<file path="src/rtl/cpu_pkg.sv">
// ---------------------------------------------------------------------------
// cpu_pkg
// Shared definitions for the control sequencer and its helpers:
//   - opcode type codes (ir0[7:6]) and SYS sub-opcodes (ir0[3:0])
//   - sequencer state encoding (also exported on the `state` port)
//   - default data-bus IDs used by fetch / jump
//   - instruction field positions inside ir0
// ---------------------------------------------------------------------------
package cpu_pkg;

  // Sequencer states; the encoding is visible on the state output.
  typedef enum logic [1:0] {
    ST_RESET_WAIT = 2'd0,
    ST_FETCH      = 2'd1,
    ST_EXEC       = 2'd2,
    ST_HALTED     = 2'd3
  } seq_state_e;

  // Opcode type field ir0[7:6].
  typedef enum logic [1:0] {
    OP_MOV    = 2'd0,
    OP_MVI    = 2'd1,
    OP_ALU    = 2'd2,
    OP_OTHERS = 2'd3
  } op_type_e;

  // SYS sub-opcodes (OTHERS with ir0[5]=0); every other code is a NOP.
  localparam logic [3:0] SYS_HLT    = 4'd0;
  localparam logic [3:0] SYS_INC_AR = 4'd1;

  // Default bus IDs.
  localparam int DEF_IR0_ID = 0;
  localparam int DEF_MEM_ID = 1;
  localparam int DEF_PC0_ID = 6;

  // Address master select values.
  localparam logic [1:0] AMID_PC = 2'd0;
  localparam logic [1:0] AMID_AR = 2'd1;

  // ir0 field positions.
  localparam int TYPE_LO  = 6;
  localparam int SRC_LO   = 3;
  localparam int DST_LO   = 0;
  localparam int CMP_BIT  = 5;  // OTHERS: 1 = conditional jump, 0 = SYS
  localparam int FLIP_BIT = 4;  // invert the selected flag
  localparam int FSEL_LO  = 2;  // 2-bit flag select
  localparam int SYS_LO   = 0;  // 4-bit SYS sub-opcode

  function automatic op_type_e op_type(input logic [7:0] ir);
    return op_type_e'(ir[TYPE_LO +: 2]);
  endfunction

  // 3-bit register field of a MOV/MVI, starting at bit `lo`.
  function automatic logic [2:0] reg_field(input logic [7:0] ir, input int lo);
    return ir[lo +: 3];
  endfunction

endpackage

</file>
<file path="src/rtl/control_sequencer_cond_eval.sv">
// ---------------------------------------------------------------------------
// cond_eval
// Conditional-jump evaluation: picks one latched ALU flag and optionally
// inverts it.
//   status  in  STATUS_WIDTH  {sign, zero, parity, carry}
//   sel     in  2             0=carry 1=parity 2=zero 3=sign
//   flip    in  1             invert the selected flag
//   pass    out 1             jump taken
// ---------------------------------------------------------------------------
module cond_eval #(
  parameter int STATUS_WIDTH = 4
) (
  input  logic [STATUS_WIDTH-1:0] status,
  input  logic [1:0]              sel,
  input  logic                    flip,
  output logic                    pass
);

  logic flag;

  // The flag order in the status word matches the select encoding,
  // so the select is a direct bit index.
  always_comb begin
    flag = status[sel];
    pass = flag ^ flip;
  end

endmodule

</file>
<file path="src/rtl/control_sequencer.sv">
// ---------------------------------------------------------------------------
// control_sequencer
// Fetch/execute control unit. FETCH reads an opcode byte from memory into
// IR0; EXEC decodes IR0 into bus master/slave IDs, address-master select
// and strobes. It supports memory wait states, an external stall (hlt),
// a HALTED state left via resume, and a retired-instruction counter.
//
// Ports
//   clk, reset          clock, synchronous active-high reset
//   hlt                 external stall (level): freezes progress, drops strobes
//   resume              pulse, leaves HALTED
//   mem_ready           memory access completes this cycle
//   ir0, alu_status     instruction register and latched ALU flags
//   mid/sid/_en         data-bus master/slave IDs and decoder enables
//   amid                address master (0=PC, 1=AR)
//   pc_inr, ar_inr      PC / AR increment strobes
//   alu_en, alu_opcode  ALU strobe and operation
//   halted, state       status
//   instr_count         retired instructions (wraps)
//
// All outputs are combinational decodes of the registered state plus the
// current inputs, so strobes react to mem_ready/hlt in the same cycle.
// ---------------------------------------------------------------------------
module control_sequencer
  import cpu_pkg::*;
#(
  parameter int ID_WIDTH     = 3,
  parameter int ALU_OP_WIDTH = 4,
  parameter int STATUS_WIDTH = 4,
  parameter int IR0_ID       = DEF_IR0_ID,
  parameter int MEM_ID       = DEF_MEM_ID,
  parameter int PC0_ID       = DEF_PC0_ID,
  parameter int CNT_WIDTH    = 16
) (
  input  logic                    clk,
  input  logic                    reset,
  input  logic                    hlt,
  input  logic                    resume,
  input  logic                    mem_ready,
  input  logic [7:0]              ir0,
  input  logic [STATUS_WIDTH-1:0] alu_status,
  output logic [ID_WIDTH-1:0]     mid,
  output logic [ID_WIDTH-1:0]     sid,
  output logic                    mid_en,
  output logic                    sid_en,
  output logic [1:0]              amid,
  output logic                    pc_inr,
  output logic                    ar_inr,
  output logic                    alu_en,
  output logic [ALU_OP_WIDTH-1:0] alu_opcode,
  output logic                    halted,
  output logic [1:0]              state,
  output logic [CNT_WIDTH-1:0]    instr_count
);

  localparam logic [ID_WIDTH-1:0] MEM_ID_W = ID_WIDTH'(MEM_ID);
  localparam logic [ID_WIDTH-1:0] IR0_ID_W = ID_WIDTH'(IR0_ID);
  localparam logic [ID_WIDTH-1:0] PC0_ID_W = ID_WIDTH'(PC0_ID);

  seq_state_e           state_q, state_d;
  logic [CNT_WIDTH-1:0] cnt_q, cnt_d;

  // Instruction fields.
  op_type_e            ir_type;
  logic [ID_WIDTH-1:0] src_id, dst_id;
  logic [3:0]          sys_op;
  logic                is_cmp, jmp_pass;
  logic                mov_mem;

  // Decode results before hlt gating.
  logic                bus_en;
  logic                pc_raw, ar_raw, alu_raw;
  logic                step_done;  // current state's work finishes this cycle
  logic                to_halt;    // EXEC is retiring a HLT
  logic                stall;

  always_comb begin
    ir_type = op_type(ir0);
    src_id  = ID_WIDTH'(reg_field(ir0, SRC_LO));
    dst_id  = ID_WIDTH'(reg_field(ir0, DST_LO));
    sys_op  = ir0[SYS_LO +: 4];
    is_cmp  = ir0[CMP_BIT];
    mov_mem = (src_id == MEM_ID_W) || (dst_id == MEM_ID_W);
  end

  cond_eval #(
    .STATUS_WIDTH(STATUS_WIDTH)
  ) u_cond_eval (
    .status (alu_status),
    .sel    (ir0[FSEL_LO +: 2]),
    .flip   (ir0[FLIP_BIT]),
    .pass   (jmp_pass)
  );

  // hlt never holds the sequencer in RESET_WAIT.
  assign stall = hlt && (state_q != ST_RESET_WAIT);

  // ---------------------------------------------------------------------
  // Output / completion decode
  // ---------------------------------------------------------------------
  always_comb begin
    mid       = '0;
    sid       = '0;
    amid      = AMID_PC;
    bus_en    = 1'b0;
    pc_raw    = 1'b0;
    ar_raw    = 1'b0;
    alu_raw   = 1'b0;
    step_done = 1'b0;
    to_halt   = 1'b0;

    unique case (state_q)
      ST_FETCH: begin
        mid       = MEM_ID_W;
        sid       = IR0_ID_W;
        bus_en    = 1'b1;
        pc_raw    = mem_ready;
        step_done = mem_ready;
      end

      ST_EXEC: begin
        unique case (ir_type)
          OP_MOV: begin
            mid       = src_id;
            sid       = dst_id;
            bus_en    = 1'b1;
            amid      = mov_mem ? AMID_AR : AMID_PC;
            step_done = !mov_mem || mem_ready;
          end
          OP_MVI: begin
            // Immediate operand is read through PC, which then advances.
            mid       = MEM_ID_W;
            sid       = dst_id;
            bus_en    = 1'b1;
            pc_raw    = mem_ready;
            step_done = mem_ready;
          end
          OP_ALU: begin
            alu_raw   = 1'b1;
            step_done = 1'b1;
          end
          OP_OTHERS: begin
            if (is_cmp) begin
              if (jmp_pass) begin
                // Load the jump target straight from memory into PC.
                mid       = MEM_ID_W;
                sid       = PC0_ID_W;
                bus_en    = 1'b1;
                step_done = mem_ready;
              end else begin
                // Not taken: step PC over the target operand.
                pc_raw    = 1'b1;
                step_done = 1'b1;
              end
            end else begin
              step_done = 1'b1;
              if (sys_op == SYS_HLT)         to_halt = 1'b1;
              else if (sys_op == SYS_INC_AR) ar_raw  = 1'b1;
            end
          end
          default: ;
        endcase
      end

      default: ;  // RESET_WAIT, HALTED: bus idle
    endcase
  end

  // Strobes are suppressed while stalled; IDs and amid keep their decode.
  always_comb begin
    mid_en      = bus_en && !stall;
    sid_en      = bus_en && !stall;
    pc_inr      = pc_raw && !stall;
    ar_inr      = ar_raw && !stall;
    alu_en      = alu_raw && !stall;
    alu_opcode  = ir0[ALU_OP_WIDTH-1:0];
    halted      = (state_q == ST_HALTED);
    state       = state_q;
    instr_count = cnt_q;
  end

  // ---------------------------------------------------------------------
  // Next state and retired-instruction counter
  // ---------------------------------------------------------------------
  always_comb begin
    state_d = state_q;
    cnt_d   = cnt_q;
    if (!stall) begin
      unique case (state_q)
        ST_RESET_WAIT: state_d = ST_FETCH;
        ST_FETCH:      if (step_done) state_d = ST_EXEC;
        ST_EXEC: begin
          if (step_done) begin
            state_d = to_halt ? ST_HALTED : ST_FETCH;
            cnt_d   = cnt_q + CNT_WIDTH'(1);  // HLT retires too
          end
        end
        ST_HALTED:     if (resume) state_d = ST_FETCH;
        default:       state_d = ST_RESET_WAIT;
      endcase
    end
  end

  always_ff @(posedge clk) begin
    if (reset) begin
      state_q <= ST_RESET_WAIT;
      cnt_q   <= '0;
    end else begin
      state_q <= state_d;
      cnt_q   <= cnt_d;
    end
  end

endmodule

</file>
<file path="config.mk">
export PLATFORM = sky130hd
export DESIGN_NAME = control_sequencer
export DESIGN_NICKNAME = d
export VERILOG_FILES = /design/src/rtl/cpu_pkg.sv /design/src/rtl/control_sequencer_cond_eval.sv /design/src/rtl/control_sequencer.sv
export SDC_FILE = /design/constraint.sdc
export NUM_CORES = 1
export LEC_CHECK = 0
export ABC_CLOCK_PERIOD_IN_PS = 2300
export CAP_MARGIN = 20
export CORE_UTILIZATION = 39
export CTS_CLUSTER_SIZE = 8
export DETAILED_ROUTE_END_ITERATION = 8
export PLACE_DENSITY = 0.78
export SLEW_MARGIN = 20
export SYNTH_ARGS = -nofsm -noshare
export SYNTH_HDL_FRONTEND = slang
export SYNTH_HIERARCHICAL = 1
export SYNTH_SLANG_ARGS = --single-unit
</file>
<file path="constraint.sdc">
create_clock -name clk -period 2.3 [get_ports clk]
set_input_delay 0.46 -clock clk [delete_from_list [all_inputs] [get_ports clk]]
set_output_delay 0.46 -clock clk [all_outputs]
set_load 0.005 [all_outputs]
</file>
==> results.yml, run 1 <==
drt:
  routed-wl-met2_mm: 1.881
  top_layer_used: "met4"
  wl_per_cell_um: 13.31
  dr_wl_met3_um: 265
  routed_wirelength_mm: 3.912
  ant_nets: 0
  drtPass1Iterations: 4
  vias: 1533
  drt-initial-drc-count: 60
  viasPerCell: 5.214
  m1WireLength_mm: 1.733
  drc_errors: 0
synth:
  synth_warnings: 6
  netlist_instances: 170
  synth.avg_cell_area_um2: 7.986
  synth_area_leaders: "dfxtp_1 27%, nor2_1 7.2%, a211oi_2 6.5%"
  synth_nets: 192
  synth_area_leader_cell: "dfxtp_1"
  ys_seq_area_frac: 0.2654
  synth-main-ff-cell: "dfxtp_1"
  synth-seq-cells: 18
  async_reset_ff_frac: 0
  synth_area_um2: 1358
  synth_edf_count: 0
  synth_cell_types: 44
  synth_top_cell_area_share: 0.2654
sta:
  fin_worst_skew_ns: 0.008147
  worst_pin_slew_ns: 0.6824
  setup_viol_count_final: 20
  report.final.slew_viol_count: 0
  hold_slack_ns: 0.5272
  hold_viol_final: 0
  finalCritPeriodShare: 1.073
  fin_crit_ns: 2.467
  max_freq_mhz: 405.4
  slew_headroom: 0.5393
  rsz0062_at_grt: "true"
  worst_slack_ns: -0.1669
layout:
  finalNetCount: 271
  register_area_um2: 362.8
  fin_area_um2: 2262
  multi_input_area_um2: 1025
  final_cell_mix: "32 x clkdlybuf4s50_1, 32 x buf_4, 24 x nor2_1"
  area_growth_pct: 66.64
  num-fill-cells: 279
  drive_gt1_frac: 0.3589
  diodes: 0
placed_design:
  gp_congestion: 0.8042
  dp_hpwl_mm: 2.629
  placed_area_um2: 2022
  dp_slack_ns: -1.040
  port_buffers: 51
clock_network:
  clk_latency_ns: 0.31
  numCtsBuffers: 3
  clk_pin_slew_ns: 0.11
  cts.sinks: 18
  clockBufferDepth: 2
  cts_root_buffer: "clkbuf_4"
  ctsHoldBuffers: 0
  cts_tree: "yes"
  htree_levels: 1
setup_path:
  rrSetupSlack_ns: 0.19
  path_class: "input port to output pin"
  cp-endpoint: "sid_en"
  reg2reg_from: "state[1]"
  worstRegToRegCells: 8
  required_ns: 1.84
  r2r-end: "state[1]"
  start_kind: "input port"
  cp.arrival_ns: 2.01
  endpoint_kind: "output pin"
  crit_start: "ir0[2]"
  crit_fanout: 2
global_routing:
  grt_pass1_vias: 1290
  grt_max_degree: 17
  gr-total-overflow: 0
  antenna_found_initial: 0
  grtUsageTotal: 0.1983
  grt_pass1_wl_mm: 5.582
power_and_ir_drop:
  ir_drop_mv: 0.3453
  p_leak_nw: 0.8844
  power.density_nw_per_um2: 468.3
  p_total_mw: 1.059
floorplanning:
  num_rows: 21
  io_pins: 53
  start_util: 0.4068
  die_x_um: 61
  die_h_um: 61
  core_um2: 3337
  die-area_um2: 3721
worst_hold_path:
  hp-class: "flip-flop to flip-flop"
  min_path_cells: 2
flow_run:
  max_cap_viol_count: 0
run_status:
  status: "finished, violations left"
  violations: "setup timing"
-- sequential cells by signal (all words and copies together) (netlist names) --
register,count
state,2
instr_count,16
-- logic make-up (layout without fill, tap and decap cells) --
| logic type | count (synthesis) | in the layout | share of synthesized area |
|---|---|---|---|
| compound gates | 34 | 34 | 0.2055 |
| xor+xnor | 10 | 10 | 0.06452 |
| fa+ha+maj | 5 | 5 | 0.04608 |
| buf+inv | 22 | 100 | 0.08663 |
| flops | 18 | 18 | 0.2654 |
| mux | 4 | 4 | 0.04055 |
| other cells | 1 | 1 | 0.002762 |
| simple gates | 76 | 76 | 0.2885 |
-- worst min-delay path by stage --
| stage | end | startpoint | slack [ns] |
|---|---|---|---|
| finish | state[1] | state[1] | 0.53 |
| CTS | state[1] | state[1] | 0.52 |
| detailed placement | state[1] | state[1] | 0.52 |
| global placement | state[1] | state[1] | 0.52 |
| floorplan | instr_count[11] | instr_count[11] | 0.50 |
| global route | state[1] | state[1] | 0.54 |
-- cells in the mapped netlist, types with 3 or more instances --
cell type  number
nor2b_1         4
buf_4           7
nand2b_1        4
and2_1          3
a211oi_2        7
inv_1           9
dfxtp_1        18
a31o_2          3
nor2_1         26
a21boi_0        3
xnor2_1         9
nand2_1         8
and3_1          5
nand4_1         4
nand3_1        11
ha_1            5
clkbuf_1        4
a21oi_1         6
-- routing by layer --
metal  vias up  global-route usage
met1       709              0.2529
met3         4             0.02985
met5         -                   0
li1        758                   -
met4         0             0.07792
met2        62              0.3359
-- area by class of cell --
cell class                      count  share of cell area
Multi-Input combinational cell    130              0.4530
Timing Repair Buffer               87              0.3302
Sequential cell                    18              0.1604
Tap cell                           46             0.02544
Clock buffer                        4             0.01604
Inverter                            9             0.01493
-- where the power goes --
part           internal (mW)  switching (mW)  leakage, nW
registers              0.326          0.0114        0.146
clock network         0.0967           0.104       0.0210
logic                  0.272           0.249        0.717
total                  0.694           0.365        0.884
-- critical path, stage by stage --
cell	delay [ns]
buf_6	0.07
mux4_2	0.52
xor2_2	0.18
nand3_2	0.13
a21boi_2	0.18
buf_4	0.14
nor2_2	0.04
nor2_2	0.10
buf_4	0.12
buf_6	0.08
-- timing repair --
item / CTS / global route
hold endpoints to repair: 0 / 0
pin swaps: 5 / 13
gates resized for setup: 59 / 25
buffers inserted: 8 / 5
endpoints found under the setup margin: 30 / 27
-- through the flow --
step                cells    util  TNS (ns)
finish                294  0.6779    -1.408
global route          294  0.6779    -3.507
CTS                   290  0.6408   -0.8044
detailed placement    278  0.6059    -17.92
global placement      278  0.6059    -17.25
floorplan             170       -         0
(Power assumes the default switching activity.)
==> run 2, diff against run 1 <==
- CAP_MARGIN: 20 -> not set
==> results of run 2 <==
Same layout as run 1: the final DEF is identical, and so are final timing and power.
